### config.mk
export PLATFORM = sky130hd
export DESIGN_NAME = mycpu_div_flat
export DESIGN_NICKNAME = d
export VERILOG_FILES = /design/src/rtl/mycpu_div_pkg.sv /design/src/rtl/mycpu_div_if.sv /design/src/rtl/mycpu_div.sv /design/src/flat_wrapper.sv
export SDC_FILE = /design/constraint.sdc
export NUM_CORES = 1
export LEC_CHECK = 0
export BUFFER_PORTS_ARGS = -buffer_cell sky130_fd_sc_hd__buf_2
export CORE_ASPECT_RATIO = 1.4
export CORE_MARGIN = 5
export CORE_UTILIZATION = 45
export DETAILED_ROUTE_END_ITERATION = 8
export GPL_TIMING_DRIVEN = 0
export PLACE_DENSITY_LB_ADDON = 0.3
export SLEW_MARGIN = 20
export SYNTH_ARGS = -nofsm -noshare
export SYNTH_HDL_FRONTEND = slang
export SYNTH_SLANG_ARGS = --single-unit
### constraint.sdc
create_clock -name clk -period 8.2 [get_ports clk]
set_input_delay 1.23 -clock clk [delete_from_list [all_inputs] [get_ports clk]]
set_output_delay 1.23 -clock clk [all_outputs]
set_load 0.01 [all_outputs]
### src/rtl/mycpu_div_pkg.sv
// Shared definitions for the multi-cycle divider: state encoding, widths,
// and a small two's-complement helper.
package mycpu_div_pkg;

    localparam int DIV_DW           = 32;
    localparam int DIV_RESULT_BUS_W = 64;

    // Encodings are shared with EX (stall request and result bus decode).
    typedef enum logic [1:0] {
        DIV_FREE   = 2'b00,
        DIV_BYZERO = 2'b01,
        DIV_ON     = 2'b10,
        DIV_END    = 2'b11
    } div_state_e;

    // Two's-complement negation at the operand width.
    function automatic logic [DIV_DW-1:0] neg_dw(input logic [DIV_DW-1:0] x);
        return ~x + {{(DIV_DW-1){1'b0}}, 1'b1};
    endfunction

endpackage

### src/rtl/mycpu_div_if.sv
// EX <-> divider request/response bundle. EX is the master, the divider the slave.
interface mycpu_div_if
    import mycpu_div_pkg::*;
#(
    parameter int DW = DIV_DW
);
    logic            signed_div_i;
    logic [DW-1:0]   opdata1_i;
    logic [DW-1:0]   opdata2_i;
    logic            start_i;
    logic            annul_i;
    logic [2*DW-1:0] result_o;
    logic            ready_o;

    modport master (
        output signed_div_i, opdata1_i, opdata2_i, start_i, annul_i,
        input  result_o, ready_o
    );

    modport slave (
        input  signed_div_i, opdata1_i, opdata2_i, start_i, annul_i,
        output result_o, ready_o
    );
endinterface

### src/rtl/mycpu_div.sv
// Radix-2 restoring divider, one quotient bit per cycle. Operands are
// reduced to magnitudes at launch; the signs are re-applied once at the end.
// result_o = {remainder, quotient}; ready_o stays high until start_i drops.
module mycpu_div
    import mycpu_div_pkg::*;
#(
    parameter int DW = DIV_DW
)(
    input  logic          clk,
    input  logic          rst,
    mycpu_div_if.slave    div_bus
);

    localparam logic [DW-1:0] ONE_W    = {{(DW-1){1'b0}}, 1'b1};
    localparam logic [5:0]    CNT_LAST = 6'(DW);

    div_state_e      state_q, state_d;
    logic [5:0]      cnt_q, cnt_d;
    logic [2*DW:0]   w_q, w_d;
    logic [DW-1:0]   divisor_q, divisor_d;
    logic            neg_quot_q, neg_quot_d;
    logic            neg_rem_q, neg_rem_d;
    logic [2*DW-1:0] result_q, result_d;
    logic            ready_q, ready_d;

    logic [DW-1:0]   dividend_abs_s;
    logic [DW-1:0]   divisor_abs_s;
    logic [DW:0]     diff_s;
    logic [DW-1:0]   quot_s;
    logic [DW-1:0]   rem_s;

    // Magnitudes at launch; 0x80000000 negates to itself and is then read as unsigned.
    assign dividend_abs_s = (div_bus.signed_div_i && div_bus.opdata1_i[DW-1])
                          ? (~div_bus.opdata1_i + ONE_W) : div_bus.opdata1_i;
    assign divisor_abs_s  = (div_bus.signed_div_i && div_bus.opdata2_i[DW-1])
                          ? (~div_bus.opdata2_i + ONE_W) : div_bus.opdata2_i;

    // Trial subtraction of the divisor from the upper partial remainder.
    assign diff_s = w_q[2*DW:DW] - {1'b0, divisor_q};

    // Sign fix applied to the final magnitudes.
    assign quot_s = neg_quot_q ? (~w_q[DW-1:0] + ONE_W) : w_q[DW-1:0];
    assign rem_s  = neg_rem_q  ? (~w_q[2*DW:DW+1] + ONE_W) : w_q[2*DW:DW+1];

    assign div_bus.result_o = result_q;
    assign div_bus.ready_o  = ready_q;

    // State and datapath registers with synchronous reset.
    always_ff @(posedge clk) begin
        if (rst) begin
            state_q    <= DIV_FREE;
            cnt_q      <= 6'd0;
            w_q        <= {(2*DW+1){1'b0}};
            divisor_q  <= {DW{1'b0}};
            neg_quot_q <= 1'b0;
            neg_rem_q  <= 1'b0;
            result_q   <= {(2*DW){1'b0}};
            ready_q    <= 1'b0;
        end else begin
            state_q    <= state_d;
            cnt_q      <= cnt_d;
            w_q        <= w_d;
            divisor_q  <= divisor_d;
            neg_quot_q <= neg_quot_d;
            neg_rem_q  <= neg_rem_d;
            result_q   <= result_d;
            ready_q    <= ready_d;
        end
    end

    // Next-state, iteration step and output register updates.
    always_comb begin
        state_d    = state_q;
        cnt_d      = cnt_q;
        w_d        = w_q;
        divisor_d  = divisor_q;
        neg_quot_d = neg_quot_q;
        neg_rem_d  = neg_rem_q;
        result_d   = result_q;
        ready_d    = ready_q;

        case (state_q)
            DIV_FREE: begin
                ready_d  = 1'b0;
                result_d = {(2*DW){1'b0}};
                if (div_bus.start_i && !div_bus.annul_i) begin
                    if (div_bus.opdata2_i == {DW{1'b0}}) begin
                        state_d = DIV_BYZERO;
                    end else begin
                        state_d    = DIV_ON;
                        cnt_d      = 6'd0;
                        w_d        = {{DW{1'b0}}, dividend_abs_s, 1'b0};
                        divisor_d  = divisor_abs_s;
                        neg_quot_d = div_bus.signed_div_i
                                   & (div_bus.opdata1_i[DW-1] ^ div_bus.opdata2_i[DW-1]);
                        neg_rem_d  = div_bus.signed_div_i & div_bus.opdata1_i[DW-1];
                    end
                end else begin
                    state_d = DIV_FREE;
                end
            end
            DIV_BYZERO: begin
                result_d = {(2*DW){1'b0}};
                if (div_bus.annul_i) begin
                    state_d = DIV_FREE;
                    ready_d = 1'b0;
                end else begin
                    state_d = DIV_END;
                    ready_d = 1'b1;
                end
            end
            DIV_ON: begin
                if (div_bus.annul_i) begin
                    state_d  = DIV_FREE;
                    ready_d  = 1'b0;
                    result_d = {(2*DW){1'b0}};
                end else if (cnt_q != CNT_LAST) begin
                    if (!diff_s[DW]) begin
                        w_d = {diff_s[DW-1:0], w_q[DW-1:0], 1'b1};
                    end else begin
                        w_d = {w_q[2*DW-1:0], 1'b0};
                    end
                    cnt_d = cnt_q + 6'd1;
                end else begin
                    state_d  = DIV_END;
                    result_d = {rem_s, quot_s};
                    ready_d  = 1'b1;
                end
            end
            DIV_END: begin
                // Result held until EX drops its request; no relaunch while start_i stays high.
                if (div_bus.annul_i || !div_bus.start_i) begin
                    state_d  = DIV_FREE;
                    ready_d  = 1'b0;
                    result_d = {(2*DW){1'b0}};
                end else begin
                    state_d = DIV_END;
                end
            end
            default: begin
                state_d  = DIV_FREE;
                ready_d  = 1'b0;
                result_d = {(2*DW){1'b0}};
            end
        endcase
    end

endmodule

### src/flat_wrapper.sv
// flat-port wrapper written by rule: the top's interface ports become plain ports
module mycpu_div_flat import mycpu_div_pkg::*;
#(
    parameter int DW = DIV_DW
)
  (clk, rst, div_bus_signed_div_i, div_bus_opdata1_i, div_bus_opdata2_i, div_bus_start_i, div_bus_annul_i, div_bus_result_o, div_bus_ready_o);
  mycpu_div_if #(.DW(DW)) div_bus_i ();
  input  logic clk;
  input  logic rst;
  input wire logic [$bits(div_bus_i.signed_div_i)-1:0] div_bus_signed_div_i;
  input wire logic [$bits(div_bus_i.opdata1_i)-1:0] div_bus_opdata1_i;
  input wire logic [$bits(div_bus_i.opdata2_i)-1:0] div_bus_opdata2_i;
  input wire logic [$bits(div_bus_i.start_i)-1:0] div_bus_start_i;
  input wire logic [$bits(div_bus_i.annul_i)-1:0] div_bus_annul_i;
  output wire logic [$bits(div_bus_i.result_o)-1:0] div_bus_result_o;
  output wire logic [$bits(div_bus_i.ready_o)-1:0] div_bus_ready_o;
  assign div_bus_i.signed_div_i = div_bus_signed_div_i;
  assign div_bus_i.opdata1_i = div_bus_opdata1_i;
  assign div_bus_i.opdata2_i = div_bus_opdata2_i;
  assign div_bus_i.start_i = div_bus_start_i;
  assign div_bus_i.annul_i = div_bus_annul_i;
  assign div_bus_result_o = div_bus_i.result_o;
  assign div_bus_ready_o = div_bus_i.ready_o;
  mycpu_div #(.DW(DW)) u_core (.clk(clk), .rst(rst), .div_bus(div_bus_i));
endmodule
# Yosys cells after proc, flatten, opt, wreduce, memory -nomap -nowiden
# Cells that the tools add are included.
# totals
reg_bits	172
wordCells	76
# op_classes
n_addsub	6
eq_ne	10
mux	31
bitwise	8
reduce_logical	13
# op_table
cell	count
65-bit 2-to-1 mux	5
64-bit 2-to-1 mux	3
64-bit one-hot mux with 3 select lines	1
65-bit one-hot mux with 2 select lines	1
32-bit by 1-bit adder with 32-bit output, second input constant	4
32-bit 2-to-1 mux	4
32-bit NOT	4
33-bit by 32-bit subtractor with 33-bit output	1
32-bit logical NOT	1
6-bit 2-to-1 mux	4
2-bit 2-to-1 mux	6
6-bit one-hot mux with 2 select lines	1
2-bit one-hot mux with 4 select lines	1
6-bit by 1-bit adder with 6-bit output, second input constant	1
2-bit by 1-bit != test with 1-bit output, second input constant	3
6-bit != test, second input constant	1
5-bit AND reduction	1
2-bit == test, second input constant	2
1-bit 2-to-1 mux	4
2-bit != test, second input constant	2
1-bit one-hot mux with 4 select lines	1
1-bit logical AND	3
3-bit != test, second input constant	1
3-bit AND reduction	1
10 further kinds	12

# Depth between registers and ports, before layout
# depth
depth_word	6
mapped_depth	13

# Worst setup path after synthesis
# OpenSTA, ideal clock, no wires.
# synth_timing
kind	input port to flip-flop
startpoint	input div_bus_opdata1_i[9]
endpoint	register u_core.w_q[24]
setup_time_ns	0.128
arrival_time_ns	3.306
path_slack_ns	4.767
path_stages	8
path_buffers	0
path_cell_list	or4_4 -> or3_4 -> or4_4 -> o41ai_2 -> xor2_1 -> nor3_1 -> a221oi_2 -> nor2_1
# synth_between
elab_chain_len	6
# synth_rtl
item	line	source
from (decl)	flat_wrapper.sv:11	input wire logic [$bits(div_bus_i.opdata1_i)-1:0] div_bus_opdata1_i;
32-bit NOT	mycpu_div.sv:34	? (~div_bus.opdata1_i + ONE_W) : div_bus.opdata1_i;
32-bit by 1-bit adder with 32-bit output	mycpu_div.sv:34	
32-bit 2-to-1 mux	mycpu_div.sv:34	
65-bit 2-to-1 mux	mycpu_div.sv:87	if (div_bus.opdata2_i == {DW{1'b0}}) begin
65-bit 2-to-1 mux	mycpu_div.sv:86	if (div_bus.start_i && !div_bus.annul_i) begin
65-bit one-hot mux with 2 select lines	mycpu_div.sv:82	case (state_q)
to (signal assigned)	mycpu_div.sv:53	w_q <= {(2*DW+1){1'b0}};
to (signal assigned)	mycpu_div.sv:62	w_q <= w_d;
to (decl)	mycpu_div.sv:19	logic [2*DW:0] w_q, w_d;
# Every way passes these cells. The select of a mux whose other input is x is not followed.
# A chain may end at the register's enable or synchronous reset.

# Worst setup path after layout
# layout_timing
startpoint	register u_core.w_q[33]
endpoint	register u_core.w_q[53]
# layout_between
elab_chain_len	5
# layout_rtl
item	line	source
33-bit by 32-bit subtractor with 33-bit output	mycpu_div.sv:39	assign diff_s = w_q[2*DW:DW] - {1'b0, divisor_q};
65-bit 2-to-1 mux	mycpu_div.sv:118	if (!diff_s[DW]) begin
65-bit 2-to-1 mux	mycpu_div.sv:117	end else if (cnt_q != CNT_LAST) begin
65-bit 2-to-1 mux	mycpu_div.sv:113	if (div_bus.annul_i) begin
65-bit one-hot mux with 2 select lines	mycpu_div.sv:82	
# Every way passes these cells. The select of a mux whose other input is x is not followed.

==> impl_metrics.json <==
{
  "placedCellCount": 1812,
  "netlist_area_um2": 10800,
  "synth_mux_area_frac": 0.0231,
  "syn_inst": 1371,
  "drt_iter0_drc": 682,
  "power_density_nw_per_um2": 164,
  "layout-drive-gt1-share": 0.132,
  "p_sw_uw": 566,
  "antenna_found_initial": 0,
  "multi_input_comb_area_um2": 6880,
  "hold_violations": 0,
  "synth_top_family_by_area": "compound AO/OA/AOI/OAI gates",
  "status": "completed",
  "hold_path.class": "reg2reg",
  "syn_to_final_growth_pct": 15.0,
  "p_int_uw": 1480,
  "setup_violations": 0,
  "yosys.area_share.adder": 0.0503,
  "crit_type": "reg2reg",
  "seq_area_frac_synth": 0.318,
  "slew_viol_final": 0,
  "seq_area_um2": 3440,
  "grt_pass1_wl_mm": 54.3,
  "final.setup.worst_slack_ps": 4510,
  "antennaDiodeCount": 0,
  "rows": 67,
  "synth_area_leaders": "dfxtp_1 (32%), xor2_1 (6.1%), xnor2_1 (6.1%)",
  "synth_seq_cells": 172,
  "initial_core_util": 0.455,
  "critical_path.startpoint_type": "flip-flop",
  "synth_edf_count": 0,
  "end_kind": "flip-flop",
  "gr-total-overflow": 0,
  "crit_fanout": 10,
  "htree_levels": 4,
  "crit_required_ps": 8510,
  "die_area_um2": 27300,
  "pre_cts_slack_ps": 4130,
  "syn_nets": 1483,
  "routedWlPerCell_um": 18.6,
  "die_y_um": 194,
  "tightestPinTransition_ps": 815,
  "synth_top_area_share": 0.318,
  "drt-vias-per-instance": 5.75,
  "path_clk_slew_ps": 60,
  "worstReg2RegStart": "u_core.w_q[33]$_SDFFE_PP0P_",
  "crit_start": "u_core.w_q[33]$_SDFFE_PP0P_",
  "synth.yosys.warnings": 0,
  "first_pass_iters": 6,
  "dp_hpwl_mm": 27.4,
  "r2r-end": "u_core.w_q[53]$_SDFFE_PP0P_",
  "placed_area_um2": 11900,
  "fillCellCount": 2370,
  "vias": 10600,
  "maxCapViolations": 0,
  "fin_util": 0.523,
  "synthTopCellsByCount": "dfxtp_1 (172), nand2_1 (170), nor2_1 (134)",
  "max_slew_margin": 0.452,
  "dieWidth_um": 141,
  "arrival_ps": 4010,
  "clock_latency_ps": 440,
  "leakagePower_uw": 0.00507,
  "cpMaxStageDelayCell": "fa_1",
  "crit_end": "u_core.w_q[53]$_SDFFE_PP0P_",
  "r2r_cells": 12,
  "wl_mm": 34.3,
  "seq_power_share": 0.436,
  "cts_buffer_depth": 2,
  "grt_max_degree": 17,
  "synth_most_common_cell": "dfxtp_1",
  "max_freq_mhz": 271,
  "synthDistinctLibCells": 72,
  "hold_buffers": 0,
  "ff2ff_setup_slack_ps": 4510,
  "portBuffers": 131,
  "post-synth-top-area-cell": "dfxtp_1",
  "stdcell_area_um2": 12500,
  "post_cts_resized": 0,
  "power_frac_clock": 0.402,
  "place_congestion": 0.947,
  "synth-xor-area-share": 0.125,
  "grtUsageTotal": 0.246,
  "p_comb_frac": 0.162,
  "cts_tree": "built",
  "syn_area_per_cell_um2": 7.90,
  "synth-async-reset-ratio": 0,
  "max_stage_delay_ps": 490,
  "cts-root-buf": "clkbuf_16",
  "synthSimpleGateAreaFrac": 0.190,
  "setup_tns_ps": 0,
  "cts_num_sinks": 172,
  "crit_path_cell_trace": "inv_1 > fa_1 > nand2b_1 > a21o_1 > a211oi_1 > o211a_1 > o21bai_1 > a311oi_4 > xnor2_4 > buf_2 > mux2i_1 > o21ai_0",
  "nets": 1633,
  "drc_errors": 0,
  "p_sw_frac": 0.277,
  "rsz0062_at_grt": "false",
  "final_antenna_net_count": 0,
  "fin_crit_ps": 3690,
  "postCtsSetupRepairBufs": 0,
  "coreArea_um2": 23800,
  "ir_drop_mv": 0.158,
  "finalCritPeriodShare": 0.450,
  "grt_pass1_vias": 10400,
  "fin_cells": 1842,
  "clock_skew_ps": 8.00,
  "numCtsBuffers": 17,
  "num_io_pins": 134,
  "synth_ff_type": "dfxtp_1",
  "synth_compound_area_frac": 0.247
}
## layer usage
metal / share of wire / wire [um] / global-route usage
met1: 0.38 / 13200 / 0.268
met2: 0.51 / 17500 / 0.447
met3: 0.044 / 1510 / 0.0370
met4: 0.061 / 2100 / 0.137
met5: 0 / 0 / 0
## critical path, delay by kind of cell (launching register included)
kind | cells | cell delay (ps)
buffers and inverters | 2 | 540
AND/OR/NAND/NOR | 1 | 190
multiplexers | 1 | 260
XOR/XNOR | 1 | 380
AO/OA/AOI/OAI | 6 | 1260
adder cells (fa/ha/maj) | 1 | 490
flip-flops | 1 | 430
## stage by stage
stage / power [uW] / hold WS, ps
finish: 2040 / 464
global route: 2120 / 499
CTS: 2050 / 468
detailed placement: 1230 / 447
global placement: 1230 / 442
floorplan: 1130 / 432
## layout by cell type (no fill, tap or decap), drive strengths merged, types with 14 or more instances in the layout
| cell | netlist | routed |
|---|---|---|
| or3 | 15 | 15 |
| a22oi | 42 | 42 |
| a22o | 17 | 17 |
| nor3 | 36 | 36 |
| buf | 20 | 151 |
| nor2 | 135 | 135 |
| o31ai | 29 | 29 |
| inv | 53 | 53 |
| clkbuf | 57 | 79 |
| mux2i | 25 | 25 |
| ha | 42 | 42 |
| or4 | 16 | 16 |
| xor2 | 76 | 76 |
| a211oi | 34 | 34 |
| o21ai | 105 | 105 |
| nand3 | 14 | 14 |
| xnor2 | 76 | 76 |
| a21oi | 93 | 93 |
| o41ai | 16 | 16 |
| nand2 | 170 | 170 |
| dfxtp | 172 | 172 |
## area by class of cell
| type | instances | share of cell area |
|---|---|---|
| multi-input cells | 1069 | 0.552 |
| inverters | 53 | 0.0160 |
| flip-flops and latches | 172 | 0.276 |
| clock buffers | 22 | 0.0373 |
| clock inverters | 8 | 0.00944 |
| repair buffers | 131 | 0.0526 |
| well taps | 310 | 0.0311 |
| plain buffers | 77 | 0.0251 |
## power groups by stage
stage          combinational (uW)  clock [uW]  sequential (uW)
6_report                      331         822              890
5_1_grt                       367         867              891
4_1_cts                       330         833              888
3_5_place_dp                  327           0              907
3_3_place_gp                  322           0              906
2_1_floorplan                 233           0              894
## worst min path at each step
stage	from	end	slack, ps	cells past startpoint
6_report	u_core.divisor_q[22]$_SDFFE_PP0P_	u_core.divisor_q[22]$_SDFFE_PP0P_	460	2
2_1_floorplan	u_core.divisor_q[22]$_SDFFE_PP0P_	u_core.divisor_q[22]$_SDFFE_PP0P_	430	2
4_1_cts	u_core.divisor_q[22]$_SDFFE_PP0P_	u_core.divisor_q[22]$_SDFFE_PP0P_	470	2
3_3_place_gp	u_core.divisor_q[22]$_SDFFE_PP0P_	u_core.divisor_q[22]$_SDFFE_PP0P_	440	2
3_5_place_dp	u_core.divisor_q[22]$_SDFFE_PP0P_	u_core.divisor_q[22]$_SDFFE_PP0P_	450	2
5_1_grt	u_core.div_bus.result_o[29]$_SDFFE_PP0P_	u_core.div_bus.result_o[29]$_SDFFE_PP0P_	500	1
## cell families after synthesis
group	after synthesis
muxes	25
AOI/OAI and AO/OA	402
adders and majority gates	43
DFF	172
buffers and inverters	130
and+or+nand+nor	447
xor gates and xnor gates	152
## registers in the layout, summed over array words and instances (netlist names)
name                     count
u_core.w_q                  65
u_core.cnt_q                 6
u_core.neg_rem_q             1
u_core.state_q               2
u_core.div_bus.result_o     64
u_core.div_bus.ready_o       1
u_core.divisor_q            32
u_core.neg_quot_q            1
No activity file was read; power rests on OpenSTA's default activity.
